### src/rtl/sram_param_if.sv
// Request/response bundle for sram_param: the requester drives the master side,
// the memory drives the slave side.
interface sram_param_if #(
   parameter int unsigned DATA_W = 32,
   parameter int unsigned ADDR_W = 4
);
   logic                  en;
   logic                  we;
   logic [ADDR_W-1:0]     addr;
   logic [DATA_W-1:0]     din;
   logic [DATA_W/8-1:0]   wmask;
   logic [DATA_W-1:0]     dout;
   logic                  rvalid;
   logic                  busy;

   modport master (
      output en, we, addr, din, wmask,
      input  dout, rvalid, busy
   );

   modport slave (
      input  en, we, addr, din, wmask,
      output dout, rvalid, busy
   );
endinterface

### src/rtl/sram_param.sv
// Parametrised single-port SRAM with byte write mask, post-reset clear engine and
// read-valid strobe. Define SRAM_OUT_REG_EN to add a second output register stage.
module sram_param #(
   parameter int unsigned DATA_W      = 32,
   parameter int unsigned ADDR_W      = 4,
   parameter bit          WRITE_FIRST = 1'b0
) (
   input logic        clk,
   input logic        rst,
   sram_param_if.slave bus
);

   localparam int unsigned DEPTH = 2**ADDR_W;
   localparam int unsigned NB    = DATA_W/8;

   typedef enum logic {
      ST_CLEAR = 1'b0,
      ST_READY = 1'b1
   } state_t;

   state_t              r_state;
   logic [ADDR_W-1:0]   r_cnt;
   logic                r_busy;
   logic [DATA_W-1:0]   r_dout;
   logic                r_rvalid;
   logic [DATA_W-1:0]   r_mem [DEPTH];

   logic [DATA_W-1:0]   w_old;
   logic [DATA_W-1:0]   w_merged;
   logic                w_accept;

   // Byte-merge of the addressed word with the masked write data
   always_comb begin
      w_old    = r_mem[bus.addr];
      w_merged = w_old;
      for (int unsigned i = 0; i < NB; i++) begin
         if (bus.wmask[i]) begin
            w_merged[8*i +: 8] = bus.din[8*i +: 8];
         end
      end
   end

   assign w_accept = (r_state == ST_READY) && bus.en;

   // Control FSM: clear sweep after reset, then one access per cycle
   always_ff @(posedge clk) begin
      if (rst) begin
         r_state  <= ST_CLEAR;
         r_cnt    <= '0;
         r_busy   <= 1'b1;
         r_dout   <= '0;
         r_rvalid <= 1'b0;
      end else begin
         r_rvalid <= 1'b0;
         case (r_state)
            ST_CLEAR: begin
               r_cnt <= r_cnt + ADDR_W'(1);
               if (r_cnt == ADDR_W'(DEPTH-1)) begin
                  r_state <= ST_READY;
                  r_busy  <= 1'b0;
               end
            end
            ST_READY: begin
               if (bus.en) begin
                  if (!bus.we) begin
                     r_dout   <= w_old;
                     r_rvalid <= 1'b1;
                  end else if (WRITE_FIRST) begin
                     r_dout   <= w_merged;
                     r_rvalid <= 1'b1;
                  end
               end
            end
            default: begin
               r_state <= ST_CLEAR;
               r_cnt   <= '0;
               r_busy  <= 1'b1;
            end
         endcase
      end
   end

   // Storage array: only the clear engine or an accepted write touches it
   always_ff @(posedge clk) begin
      if (!rst) begin
         if (r_state == ST_CLEAR) begin
            r_mem[r_cnt] <= '0;
         end else if (w_accept && bus.we) begin
            r_mem[bus.addr] <= w_merged;
         end
      end
   end

   assign bus.busy = r_busy;

`ifdef SRAM_OUT_REG_EN
   logic [DATA_W-1:0] r_dout_q;
   logic              r_rvalid_q;

   // Free-running output stage, adds one cycle of read latency
   always_ff @(posedge clk) begin
      if (rst) begin
         r_dout_q   <= '0;
         r_rvalid_q <= 1'b0;
      end else begin
         r_dout_q   <= r_dout;
         r_rvalid_q <= r_rvalid;
      end
   end

   assign bus.dout   = r_dout_q;
   assign bus.rvalid = r_rvalid_q;
`else
   assign bus.dout   = r_dout;
   assign bus.rvalid = r_rvalid;
`endif

endmodule

### src/flat_wrapper.sv
// flat-port wrapper written by rule: the top's interface ports become plain ports
module sram_param_flat 
#(
   parameter int unsigned DATA_W      = 32,
   parameter int unsigned ADDR_W      = 4,
   parameter bit          WRITE_FIRST = 1'b0
)
  (clk, rst, bus_en, bus_we, bus_addr, bus_din, bus_wmask, bus_dout, bus_rvalid, bus_busy);
  sram_param_if #(.DATA_W(DATA_W), .ADDR_W(ADDR_W)) bus_i ();
  input logic clk;
  input logic rst;
  input wire logic [$bits(bus_i.en)-1:0] bus_en;
  input wire logic [$bits(bus_i.we)-1:0] bus_we;
  input wire logic [$bits(bus_i.addr)-1:0] bus_addr;
  input wire logic [$bits(bus_i.din)-1:0] bus_din;
  input wire logic [$bits(bus_i.wmask)-1:0] bus_wmask;
  output wire logic [$bits(bus_i.dout)-1:0] bus_dout;
  output wire logic [$bits(bus_i.rvalid)-1:0] bus_rvalid;
  output wire logic [$bits(bus_i.busy)-1:0] bus_busy;
  assign bus_i.en = bus_en;
  assign bus_i.we = bus_we;
  assign bus_i.addr = bus_addr;
  assign bus_i.din = bus_din;
  assign bus_i.wmask = bus_wmask;
  assign bus_dout = bus_i.dout;
  assign bus_rvalid = bus_i.rvalid;
  assign bus_busy = bus_i.busy;
  sram_param #(.DATA_W(DATA_W), .ADDR_W(ADDR_W), .WRITE_FIRST(WRITE_FIRST)) u_core (.clk(clk), .rst(rst), .bus(bus_i));
endmodule
### config.mk
export PLATFORM = sky130hd
export DESIGN_NAME = sram_param_flat
export DESIGN_NICKNAME = d
export VERILOG_FILES = /design/src/rtl/sram_param_if.sv /design/src/rtl/sram_param.sv /design/src/flat_wrapper.sv
export SDC_FILE = /design/constraint.sdc
export NUM_CORES = 1
export LEC_CHECK = 0
export CAP_MARGIN = 20
export CORE_AREA = 2 2 196 198
export CTS_BUF_LIST = sky130_fd_sc_hd__clkbuf_16
export DETAILED_ROUTE_END_ITERATION = 7
export DIE_AREA = 0 0 198 200
export GPL_TIMING_DRIVEN = 0
export PLACE_DENSITY = 0.76
export SLEW_MARGIN = 25
export SYNTH_ARGS = -nofsm -noshare
export SYNTH_HDL_FRONTEND = slang
export SYNTH_SLANG_ARGS = --single-unit
### constraint.sdc
create_clock -name clk -period 3.7 [get_ports clk]
set_input_delay 0.74 -clock clk [delete_from_list [all_inputs] [get_ports clk]]
set_output_delay 0.74 -clock clk [all_outputs]
set_load 0.01 [all_outputs]
# Word-level counts from Yosys, hierarchy flattened
# Memories as Yosys holds them, arrays and structs flattened.
# Index checks and enable logic that the tools add are counted.
dict set report totals {
  output_inout_bits 34
  mem_count 1
  ramBits 512
  latch_bits 0
  rom_bits 0
  word_cells 34
  register_bits 39
}
# name depth word_bits rd rd_ports_with_merged_regs wr line
set memory_table {}
lappend memory_table {u_core.r_mem 16 32 1 0 1 sram_param.sv:26} ;# logic [DATA_W-1:0] r_mem [DEPTH];
dict set report op_classes {
  div_mod_pow 0
  n_addsub 1
  multipliers 0
  magnitude_cmp 0
  n_eq_ne 1
  bitwise 3
  reduce_logical 6
  muxes 17
  shift 0
}
# operator count
set ops {}
lappend ops {{32-bit 2-to-1 mux} 1}
lappend ops {{8-bit 2-to-1 mux} 4}
lappend ops {{32-bit OR reduction} 1}
lappend ops {{1-bit 2-to-1 mux} 11}
lappend ops {{4-bit by 1-bit adder with 4-bit output, second input constant} 1}
lappend ops {{4-bit == test, second input constant} 1}
lappend ops {{4-bit 2-to-1 mux} 1}
lappend ops {{1-bit NOT} 3}
lappend ops {{3-bit AND reduction} 1}
lappend ops {{3-bit OR reduction} 1}
lappend ops {{1-bit logical AND} 2}
lappend ops {{2-bit AND reduction} 1}

# Longest topological paths before layout
dict set report logic_depth {
  word_depth 8
  ltp_mapped 7
  mapped_depth_nobuf 4
}

# Worst setup path before layout
# Ideal clock, no wire load.
dict set report synth_path {
  path_kind {input to register}
  start {input port bus_addr[0]}
  end {memory u_core.r_mem[1][0] (enable)}
  setup_time_ps 421
  t_required_ps 3279
  path_buffers 3
  stages 7
  slack_ps 308
  t_arrival_ps 2971
  cell_sequence {buf_4 -> buf_6 -> buf_2 -> nor2b_1 -> nand2_1 -> o31a_1 -> nor2_1}
}
dict set report synth_between {
  elab_chain_cells 1
}
# element line
set synth_rtl {}
lappend synth_rtl {{start: declaration} flat_wrapper.sv:14} ;# input wire logic [$bits(bus_i.addr)-1:0] bus_addr;
lappend synth_rtl {{4-bit 2-to-1 mux (no line)} n/a}
lappend synth_rtl {{end: declaration} sram_param.sv:26}
# No other way between the ends.

# Worst setup path in the final report
dict set report layout_path {
  start {input port bus_addr[2]}
  end {memory u_core.r_mem[6][8] (enable)}
}
# The elaborated chain is that of the path after synthesis.

==> flow_metrics.py <==
metrics = {
    "status": {
        "status": "finished, final reports clean",
    },
    "routing": {
        "routedWlPerCell_um": 26.4,
        "first_iter_violations": 1331,
        "first_pass_iters": 6,
        "final_antenna_net_count": 0,
        "via_count": 11800,
        "wirelength_mm": 49.5,
        "drc": 0,
        "viasPerCell": 6.29,
    },
    "placement": {
        "place_inst": 1773,
        "dp_slack_ns": -0.436,
        "dpl_cell_area_um2": 23400,
        "place_congestion": 0.780,
        "dpl.hpwl_mm": 32.2,
        "numPortBuffers": 70,
    },
    "floorplan": {
        "dieArea_um2": 39600,
        "die-height_um": 200,
        "pin_count": 78,
        "core-area_um2": 37400,
        "die_w_um": 198,
        "start_util": 0.575,
        "row_count": 71,
    },
    "critical_path": {
        "worstSetupStartpoint": "bus_addr[2]",
        "crit_type": "in -> reg",
        "regToRegSetupSlack_ns": 0.43,
        "crit_fanout": 17,
        "start_kind": "primary input",
        "crit_path_end_kind": "flop",
        "arrival_ns": 3.93,
        "reg2reg_from": "u_core.r_state",
        "critical_path_required_ns": 3.97,
    },
    "power": {
        "p_total_mw": 12.5,
        "power-per-cell-area_nw_per_um2": 496,
        "irDropWorstVdd_mv": 0.381,
        "leakagePower_nw": 9.26,
    },
    "finish": {
        "drive_above_1_share": 0.149,
        "final_util": 0.672,
        "final_area_um2": 25100,
        "num_antenna_cells": 0,
        "instances_no_fill": 1877,
        "nets": 1367,
        "fillCellCount": 2452,
        "syn2layout_area_growth_pct": 16.7,
    },
    "grt": {
        "grt_max_degree": 21,
        "grt_overflow_total": 0,
        "grt_pass1_wl_mm": 72.9,
        "antenna_found_initial": 0,
        "track_usage": 0.254,
        "grt_pass1_vias": 11700,
    },
    "sta": {
        "drv_slew": 0,
        "setup_slack_ns": 0.0435,
        "max_slew_margin": 0.297,
        "setup_violations": 0,
        "clock.fmax_ghz": 0.273,
        "period_share": 0.988,
        "tightest_slew_ns": 1.05,
        "fin_worst_skew_ns": 0.0176,
        "fin_crit_ns": 3.66,
        "hold_violations": 0,
    },
    "cts": {
        "clock-sinks": 551,
        "cts_buffers": 53,
        "cts_buffer_depth": 3,
        "cts_tree": "yes",
        "clock-root-buffer": "clkbuf_16",
        "path_clk_slew_ns": 0.06,
        "h-tree-depth": 2,
        "clk_latency_ns": 0.57,
    },
    "min_path": {
        "min_from": "u_core.bus.dout[1]",
        "hp-class": "reg -> reg",
    },
    "yosys": {
        "synth.avg_cell_area_um2": 18.3,
        "synthDistinctLibCells": 35,
        "synth_top_cell_by_area": "edfxtp_1",
        "ys_seq_area_frac": 0.751,
        "syn-cell-area_um2": 21500,
        "yosys_warnings": 0,
        "syn_nets": 1218,
        "ys_seq_elements": 551,
        "synthCells": 1173,
        "synth_area_leaders": "edfxtp_1 (71%), mux4_2 (6.7%), mux2i_1 (6.0%)",
        "yosysTopAreaCellShare": 0.714,
    },
    "job": {
        "max_cap_violations": 0,
    },
}
[what timing repair did]
item | CTS | global route
hold buffers | 0 | 0
buffers inserted | 0 | 5
endpoints found under the setup margin | 0 | 66
resized for setup | 0 | 0
[layer usage]
| layer | GRT usage | share of wire | up-vias |
|---|---|---|---|
| li1 | - | - | 5050 |
| met1 | 0.362 | 0.41 | 6123 |
| met2 | 0.413 | 0.48 | 543 |
| met3 | 0.0356 | 0.074 | 96 |
| met4 | 0.0830 | 0.030 | 0 |
| met5 | 0 | 0 | - |
[placed cells by master (no fill, tap or decap), drive strengths merged, types with 3 or more instances in the layout]
cell           synthesis  final
edfxtp               512    512
o21a                  32     32
nand2                  6      6
inv                   34     57
nor2                  88     88
mux4                  64     64
o22ai                 32     32
buf                   41     65
clkbuf                37     92
dfxtp                 39     39
clkdlybuf4s50          0     70
mux2i                130    130
a221o                 64     64
a22o                  32     32
a31oi                  3      3
a21oi                 35     35
nor2b                  4      4
clkinv                 0     17
[where the power goes]
group	switching (mW)	internal, mW
clock	2.20	2.81
sequential	0.0204	6.79
combinational	0.387	0.258
total	2.60	9.85
[stage by stage]
| stage | setup TNS, ns | hold WS, ns |
|---|---|---|
| 3_5_place_dp | -98.52 | 0.453 |
| 5_1_grt | -0.261 | 0.491 |
| 6_report | 0 | 0.472 |
| 3_3_place_gp | -996.88 | 0.447 |
| 2_1_floorplan | 0 | 0.497 |
| 4_1_cts | 0 | 0.467 |
[worst paths after layout]
kind / end / depth (start not counted)
worst max-delay path: u_core.r_mem[6][8] / 8
worst min-delay path: u_core.bus.dout[1] / 1
worst max register to register: u_core.r_mem[11][18] / 7
worst min register to register: u_core.bus.dout[1] / 1
[cells by family (layout without fill, tap and decap cells)]
kind of cell | after synthesis | in the layout | share of synthesized area
compound gates | 200 | 200 | 0.0730
xor+xnor | 3 | 3 | 0.00122
mux | 195 | 195 | 0.128
fa+ha+maj | 1 | 1 | 0.000581
simple gates | 111 | 111 | 0.0216
flops | 551 | 551 | 0.751
buf+inv | 112 | 305 | 0.0249
[registers in the layout, summed over array words and instances (netlist names)]
register           count
u_core.r_cnt           4
u_core.bus.rvalid      1
u_core.r_mem         512
u_core.bus.dout       32
u_core.r_state         1
u_core.bus.busy        1
[critical path, stage by stage]
cell             delay [ns]
clkdlybuf4s50_1        0.61
buf_2                  0.40
buf_2                  0.37
nand4_1                0.14
a21oi_1                0.37
nand2_1                0.36
nor2_4                 0.65
buf_16                 0.25
[cells in the mapped netlist]
| cell | count |
|---|---|
| edfxtp_1 | 512 |
| buf_6 | 8 |
| clkbuf_1 | 37 |
| buf_4 | 11 |
| nor3_1 | 2 |
| buf_1 | 10 |
| or2_2 | 1 |
| a221o_1 | 64 |
| dfxtp_1 | 39 |
| nand2b_1 | 1 |
| a22o_1 | 32 |
| a31oi_1 | 3 |
| ha_1 | 1 |
| nand2_1 | 6 |
| nor3b_1 | 1 |
| and3_1 | 1 |
| mux2_2 | 1 |
| o21a_1 | 32 |
| xnor2_1 | 1 |
| nor2b_1 | 4 |
| o31a_1 | 1 |
| and4b_1 | 1 |
| mux4_2 | 64 |
| mux2i_1 | 130 |
| xor2_1 | 2 |
| o22ai_1 | 32 |
| inv_1 | 34 |
| and2_1 | 1 |
| a21o_1 | 1 |
| nand3_1 | 2 |
| nor2_1 | 88 |
| nand4_1 | 1 |
| nand4b_1 | 2 |
| buf_2 | 12 |
| a21oi_1 | 35 |
[final cells by class]
cell class | instances | area (um2) | area share
Clock buffer | 55 | 1380 | 0.0548
Tap cell | 511 | 639 | 0.0254
Clock inverter | 44 | 238 | 0.00946
Timing Repair Buffer | 94 | 1230 | 0.0488
Inverter | 34 | 128 | 0.00508
Buffer | 78 | 409 | 0.0163
Sequential cell | 551 | 16200 | 0.643
Multi-Input combinational cell | 510 | 4950 | 0.197
Note: power is estimated with default switching activity, not from simulation.
